## src/rtl/cache_store_buffer.sv

```systemverilog
// Store buffer in front of the cache way write stage.
// CPU stores (one-hot hit way + data) are queued in a small circular FIFO.
// At most one store drains per cycle onto a registered targetWay/data pair.
// A targetWay of zero means no write this cycle.
// A store whose way vector is zero or multi-hot still completes its handshake.
// Such a store is dropped, and errPulse is raised for one cycle.
module cache_store_buffer #(
  parameter int NUM_WAYS   = 4,
  parameter int DATA_WIDTH = 32,
  parameter int DEPTH      = 4
) (
  input  logic                       clk,
  input  logic                       rst,
  input  logic                       storeValid,
  output logic                       storeReady,
  input  logic [NUM_WAYS-1:0]        storeWay,
  input  logic [DATA_WIDTH-1:0]      storeData,
  input  logic                       stall,
  output logic [NUM_WAYS-1:0]        targetWay,
  output logic [DATA_WIDTH-1:0]      data,
  output logic [$clog2(DEPTH):0]     count,
  output logic                       empty,
  output logic                       full,
  output logic                       errPulse
);

  localparam int PTR_W = $clog2(DEPTH);
  localparam int CNT_W = PTR_W + 1;

  logic [NUM_WAYS-1:0]   way_mem  [DEPTH];
  logic [DATA_WIDTH-1:0] data_mem [DEPTH];

  logic [PTR_W-1:0] wr_ptr;
  logic [PTR_W-1:0] rd_ptr;
  logic [CNT_W-1:0] count_q;

  logic push_hs;
  logic way_ok;
  logic do_push;
  logic do_pop;

  // Status flags come straight from the registered occupancy.
  // Because of this, a pop cannot free a slot for a push in the same cycle.
  assign full       = (count_q == CNT_W'(DEPTH));
  assign empty      = (count_q == '0);
  assign storeReady = !full;
  assign count      = count_q;

  assign push_hs = storeValid && storeReady;
  assign way_ok  = $onehot(storeWay);
  assign do_push = push_hs && way_ok;
  assign do_pop  = !stall && !empty;

  // Entry storage; contents need no reset because count gates every read.
  always_ff @(posedge clk) begin
    if (!rst && do_push) begin
      way_mem[wr_ptr]  <= storeWay;
      data_mem[wr_ptr] <= storeData;
    end
  end

  // Pointers wrap naturally since DEPTH is a power of two.
  always_ff @(posedge clk) begin
    if (rst) begin
      wr_ptr  <= '0;
      rd_ptr  <= '0;
      count_q <= '0;
    end else begin
      if (do_push) wr_ptr <= wr_ptr + PTR_W'(1);
      if (do_pop)  rd_ptr <= rd_ptr + PTR_W'(1);
      case ({do_push, do_pop})
        2'b10:   count_q <= count_q + CNT_W'(1);
        2'b01:   count_q <= count_q - CNT_W'(1);
        default: count_q <= count_q;
      endcase
    end
  end

  // Registered drain port; zero whenever no entry is popped.
  always_ff @(posedge clk) begin
    if (rst || !do_pop) begin
      targetWay <= '0;
      data      <= '0;
    end else begin
      targetWay <= way_mem[rd_ptr];
      data      <= data_mem[rd_ptr];
    end
  end

  // One-cycle flag for an accepted store with a malformed way vector.
  always_ff @(posedge clk) begin
    if (rst) begin
      errPulse <= 1'b0;
    end else begin
      errPulse <= push_hs && !way_ok;
    end
  end

endmodule

```

## config.mk

```make
export PLATFORM = sky130hd
export DESIGN_NAME = cache_store_buffer
export DESIGN_NICKNAME = d
export VERILOG_FILES = /design/src/rtl/cache_store_buffer.sv
export SDC_FILE = /design/constraint.sdc
export NUM_CORES = 1
export LEC_CHECK = 0
export ABC_AREA = 1
export CORE_UTILIZATION = 50
export DETAILED_ROUTE_END_ITERATION = 8
export GPL_TIMING_DRIVEN = 1
export HOLD_SLACK_MARGIN = 0.15
export PLACE_DENSITY = 0.76
export SLEW_MARGIN = 5
export SYNTH_ARGS = -nofsm -noshare
export SYNTH_HDL_FRONTEND = slang
export SYNTH_SLANG_ARGS = --single-unit
```

## constraint.sdc

```tcl
create_clock -name clk -period 12.9 [get_ports clk]
set_input_delay 2.58 -clock clk [delete_from_list [all_inputs] [get_ports clk]]
set_output_delay 2.58 -clock clk [all_outputs]
set_load 0.005 [all_outputs]
```

==> results of run 1 <==
## layout make-up
cell class	instances	area, um2
flip-flops and latches	188	5210
clock buffers	21	480
inverters	27	101
well taps	176	220
multi-input cells	306	1440
clock inverters	11	176
fillers	1003	4890
repair buffers	83	828
## per-stage QoR
stage                     instances  util, %
final                           812     63.3
after global routing            812     63.3
after global placement          780     58.4
after detailed placement        780     58.4
after CTS                       812     63.3
after floorplan                 547        -
## state kept, by name, indices dropped and copies added (netlist names)
signal / cells
count: 3
data: 32
data_mem: 128
errPulse: 1
rd_ptr: 2
targetWay: 4
way_mem: 16
wr_ptr: 2
## layout by cell type, fill, tap and decap left out, drive strengths merged
| master | netlist | layout |
|---|---|---|
| nor2 | 159 | 159 |
| edfxtp | 144 | 144 |
| clkdlybuf4s50 | 0 | 82 |
| o21ai | 75 | 75 |
| dfxtp | 44 | 44 |
| a21oi | 39 | 39 |
| inv | 27 | 32 |
| clkbuf | 6 | 21 |
| nand2 | 17 | 17 |
| ha | 7 | 7 |
| bufinv | 0 | 4 |
| nand4 | 3 | 3 |
| nand3 | 2 | 2 |
| fa | 2 | 2 |
| or2 | 1 | 1 |
| nor3 | 1 | 1 |
| clkinv | 0 | 1 |
| clkinvlp | 0 | 1 |
| buf | 20 | 1 |
## how the worst max path moves through the flow
stage                startpoint  cells after the start               to  slack, ns
finish              storeWay[0]                     11  data_mem[3][12]       7.11
global route        storeWay[1]                     11  data_mem[3][16]       6.85
CTS                 storeWay[0]                     11  data_mem[3][13]       7.07
detailed placement  storeWay[0]                     11  data_mem[3][31]       6.62
global placement    storeWay[0]                     11  data_mem[3][31]       6.72
floorplan           storeWay[0]                     10   data_mem[0][0]       6.90
## power groups by stage
stage          combinational [uW]  clock [uW]  sequential (uW)
6_report                      257         567              699
3_3_place_gp                  248           0              711
5_1_grt                       287         598              702
4_1_cts                       259         574              699
2_1_floorplan                 173           0              708
3_5_place_dp                  257           0              712
## cells by family (layout without fill, tap and decap cells)
logic type,Yosys count,after routing
buffers and inverters,53,142
and+or+nand+nor,183,183
AOI/OAI and AO/OA,114,114
adders and majority gates,9,9
DFF,188,188
## per-layer routing
| layer | track usage (%) | vias up | share of wire [%] |
|---|---|---|---|
| met3 | 4.36 | 31 | 5.2 |
| met1 | 23.9 | 2025 | 42 |
| met2 | 32.0 | 138 | 50 |
| met4 | 11.1 | 0 | 3.1 |
| met5 | 0 | - | 0 |
| li1 | - | 2041 | - |
## worst max-delay path: cells and delay by family
kind	cells	cell delay [ns]
simple gates	5	1.57
fa+ha+maj	3	1.00
buf+inv	3	0.67
==> run metrics, run 1 <==
cts hold-fix bufs=0; Synth Area in XOR/XNOR=0%; Slew HR=21.7%; Hold Path End=data[20]; GP Congestion=0.788; ant diodes=0; Post-Route Skew=0.00630 ns; hold path depth=2; share of synthesized area spent on multiplexers=0%; die area=14300 um2; Slowest-stage cell, CP=nor2_4; first-pass GRT wire length=20.9 mm; WP data arrival=5.83 ns; Vias/cell=5.22; Worst-path clk slew=0.07 ns; R2R Path End=data_mem[3][12]; largest family of logic cells by synthesized area=simple AND/OR/NAND/NOR gates; top-area cell type share of the netlist area=62.7%; Adder-Cell Fraction of Synth Area=1.85%; synth warn=0; Fin Hold WS=0.513 ns; Chip Height=119 um; clock network power share=37.2%; post-route cell area=8450 um2; switching power=390 uW; Seq pwr share=45.9%; Max Fclk=173 MHz; Hold Crit Start=data_mem[3][20]; Final setup viols=0; final WL=13.0 mm; Starting Density=51.7%; CP cell instances=clkdlybuf4s50_1 -> inv_1 -> fa_1 -> inv_1 -> ha_1 -> ha_1 -> nor2_1 -> nand2_1 -> nor2_2 -> nand2_1 -> nor2_4; CTS tree=yes; critical path peak fanout=36; RSZ-0062 raised after global routing=false; CTS H-Tree Depth=4; Die W=119 um; latest clock arrival within the worst-skew pair=0.42 ns; Remaining DRCs=0; FP Rows=42; asr flop ratio synth=0%; Lkg Pwr=0.00296 uW; CP Launch Type=primary input; Total GRT Usage=19.6%; final hold viol count=0; largest net degree at the start of global routing=75; Final nets=672; max-cap viol count=0; data required time of the worst path=12.94 ns; setup tns final=0 ns; synth cell count leaders=nor2_1, edfxtp_1, o21ai_1; complex-gate fraction of the synthesized area=8.27%; post-CTS setup buffers=0; Post-Syn Area=6900 um2; IO Pins=83; post-route clock period utilization=44.9%; CP peak stage delay=0.96 ns; status=completed; worst slack, placed=6.62 ns; post-synthesis simple-gate area fraction=10.3%; total CTS buffers=17; Max Slew Vio Count=0; DR vias=4235; cells after synthesis=547; leading cell type by number of instances after synthesis=nor2_1; Sw Ratio=25.6%; antenna viol nets, final=0; synth unique cells=23; fraction of layout cells with a size suffix above 1=7.08%; Iteration-0 DRC Markers=276; min cycle time layout=5.79 ns; placed inst area=7800 um2; syn nets=596; mean post-synth cell area=12.6 um2; wire per inst=16.0 um; Worst Setup Slack, final=7.11 ns; crit end category=flip-flop; Port Buf Inserts=82; hpwl dp=7.44 mm; Max clock buf depth=2; drt pass-1 iters=4; synth top area cells=edfxtp_1, dfxtp_1, nor2_1, o21ai_1, a21oi_1; cells on worst reg2reg path=6; Combinational Power Share=16.9%; top cell type by total area after synthesis=edfxtp_1; total gr overflow=0; Post-synth EDFFs=144; initial antenna violation count=0; CTS root buffer=clkbuf_16; Post-CTS Resized=0; number of global-route vias before repair=4227; Synth Register Bits=188; VDD IR max=0.100 mV; Main synth FF type=edfxtp_1; FF-to-FF Start=count[1]; Cell Pwr Density=180 nW/um2; clock sink total=188; Pint=1130 uW; Tot Pwr=1520 uW; CP Class=primary input to flip-flop; worst min-delay path category=flip-flop to flip-flop; total core area=13300 um2; R2R setup slack=10.40 ns; Syn-to-layout area delta=22.5%; Worst Tran Pin Value=1.17 ns; post-synthesis sequential area ratio=75.5%
Note: power is estimated with default switching activity, not from simulation.
==> run 2, diff against run 1 <==
==> constraint.sdc (replaced) <==
create_clock -name clk -period 5.84 [get_ports clk]
set_input_delay 1.168 -clock clk [delete_from_list [all_inputs] [get_ports clk]]
set_output_delay 1.168 -clock clk [all_outputs]
set_load 0.005 [all_outputs]
==> run metrics, run 2 (same netlist as run 1, synthesis figures left out) <==
setup tns final=0 ns (unchanged); Chip Height=119 um (unchanged); Max Fclk=233 MHz; antenna viol nets, final=0 (unchanged); DR vias=4248 (+0.31%); initial antenna violation count=0 (unchanged); CTS root buffer=clkbuf_16; Iteration-0 DRC Markers=401 (+45%); Vias/cell=5.21 (-0.18%); Post-Route Skew=0.0136 ns (+0.00728 ns); number of global-route vias before repair=4246 (+0.45%); RSZ-0062 raised after global routing=false; R2R setup slack=3.43 ns (-6.97 ns); Die W=119 um (unchanged); status=completed; die area=14300 um2 (unchanged); Combinational Power Share=17.5% (+0.6 points); Final nets=676 (+0.60%); CTS tree=yes; final WL=13.3 mm (+2.2%); CP Launch Type=primary input; CP Class=primary input to flip-flop; IO Pins=83 (unchanged); data required time of the worst path=5.93 ns (-7.01 ns); most frequent cells in the layout=nor2_1, edfxtp_1, clkdlybuf4s50_1; cts hold-fix bufs=0 (unchanged); Worst Setup Slack, final=1.55 ns (-5.56 ns); WP data arrival=4.39 ns (-1.44 ns); wire per inst=16.2 um (+1.7%); CP cell instances=clkdlybuf4s50_1 -> inv_1 -> fa_1 -> inv_1 -> ha_1 -> ha_1 -> nor2_1 -> nand2_1 -> nor2_2 -> nand2_1 -> nor2_4 -> buf_4; VDD IR max=0.247 mV (+150%); worst min-delay path category=flip-flop to flip-flop; largest reg by FF count=data_mem; Top Registers=data_mem: 128 flops, data: 32 flops, way_mem: 16 flops; Slowest-stage cell, CP=fa_1; drt pass-1 iters=5 (+1); Worst Tran Pin Value=1.18 ns (+0.0125 ns); Slew HR=21.1% (-0.65 points); final hold viol count=0 (unchanged); total CTS buffers=17 (unchanged); Fin Hold WS=0.516 ns (+0.00263 ns); Seq pwr share=47.4% (+1.5 points); Worst-path clk slew=0.06 ns (about the same); switching power=837 uW (+110%); max-cap viol count=0 (unchanged); CTS H-Tree Depth=4 (unchanged); Lkg Pwr=0.00293 uW (-1.0%); Max clock buf depth=2 (unchanged); Starting Density=51.7% (unchanged); GP Congestion=0.788 (unchanged); worst slack, placed=1.10 ns (-5.52 ns); clock network power share=35.1% (-2.1 points); crit end category=flip-flop; CP peak stage delay=0.55 ns (-0.41 ns); first-pass GRT wire length=21.4 mm (+2.5%); Max Slew Vio Count=0 (unchanged); fraction of layout cells with a size suffix above 1=6.41% (-0.67 points); Total GRT Usage=20.2% (+0.60 points); Remaining DRCs=0 (unchanged); clock sink total=188 (unchanged); Port Buf Inserts=82 (unchanged); Cell Pwr Density=387 nW/um2 (+110%); Syn-to-layout area delta=21.9%; FP Rows=42 (unchanged); Sw Ratio=25.7% (+0.12 points); post-CTS setup buffers=0 (unchanged); commonest non-fill, non-tap cell in the layout=nor2_1; ant diodes=0 (unchanged); post-route clock period utilization=73.5%; largest net degree at the start of global routing=75 (unchanged); Final setup viols=0 (unchanged); total core area=13300 um2 (unchanged); max FFs per register=128 (unchanged); critical path peak fanout=21 (-42%); latest clock arrival within the worst-skew pair=0.43 ns (about the same); placed inst area=7830 um2 (+0.39%); min cycle time layout=4.29 ns; Final Util=63.0% (-0.34 points); hpwl dp=7.84 mm (+5.4%); Post-CTS Resized=0 (unchanged); Pint=2420 uW (+110%); post-route cell area=8410 um2 (-0.53%); total gr overflow=0 (unchanged)
run 2: cell types whose count changed in the layout (fill, tap and decap cells not counted):
cell | before | now
bufinv_16 | 4 | 3
clkinv_1 | 0 | 1
clkbuf_1 | 0 | 7
clkbuf_8 | 4 | 1
inv_6 | 5 | 0
clkinv_2 | 1 | 0
buf_4 | 1 | 5
clkinvlp_4 | 1 | 3
run 2: path summary, 6_finish.rpt:
kind,startpoint,endpoint,cells after the start
worst min-delay path,data_mem[1][14],data[14],2
worst max register to register,count[1],data_mem[1][14],7
worst max-delay path,storeWay[0],data_mem[1][14],12
worst min register to register,data_mem[1][14],data[14],2
run 2: routing by layer:
| metal | global-route usage, % | vias up | share of wire (%) |
|---|---|---|---|
| met2 | 33.2 | 131 | 51 |
| met1 | 25.4 | 2059 | 42 |
| met5 | 0 | - | 0 |
| met3 | 5.60 | 16 | 5.7 |
| met4 | 7.50 | 0 | 1.5 |
| li1 | - | 2042 | - |
run 2: layout make-up:
cell class                 instances  area (um2)
tap                              176         220
multi-input combinational        306        1440
sequential                       188        5210
fill                            1011        4940
inverter                          27         101
clock buffer                      25         465
timing repair buffer              87         858
clock inverter                     7         116
run 2: through the flow:
stage | power [uW] | std cells
after CTS | 3270 | 816
after detailed placement | 2140 | 784
after global placement | 2120 | 784
after floorplan | 1950 | 547
final | 3260 | 816
after global routing | 3400 | 816
run 2: critical path: cells and delay by family:
kind,cells,cell delay (ns)
buf+inv,4,1.09
simple gates,5,1.09
fa+ha+maj,3,1.02
run 2: power groups by stage:
stage          registers, uW  clock network, uW  logic, uW
2_1_floorplan           1560                  0        383
3_3_place_gp            1570                  0        550
3_5_place_dp            1570                  0        568
4_1_cts                 1540               1150        575
5_1_grt                 1550               1210        641
6_report                1540               1140        570
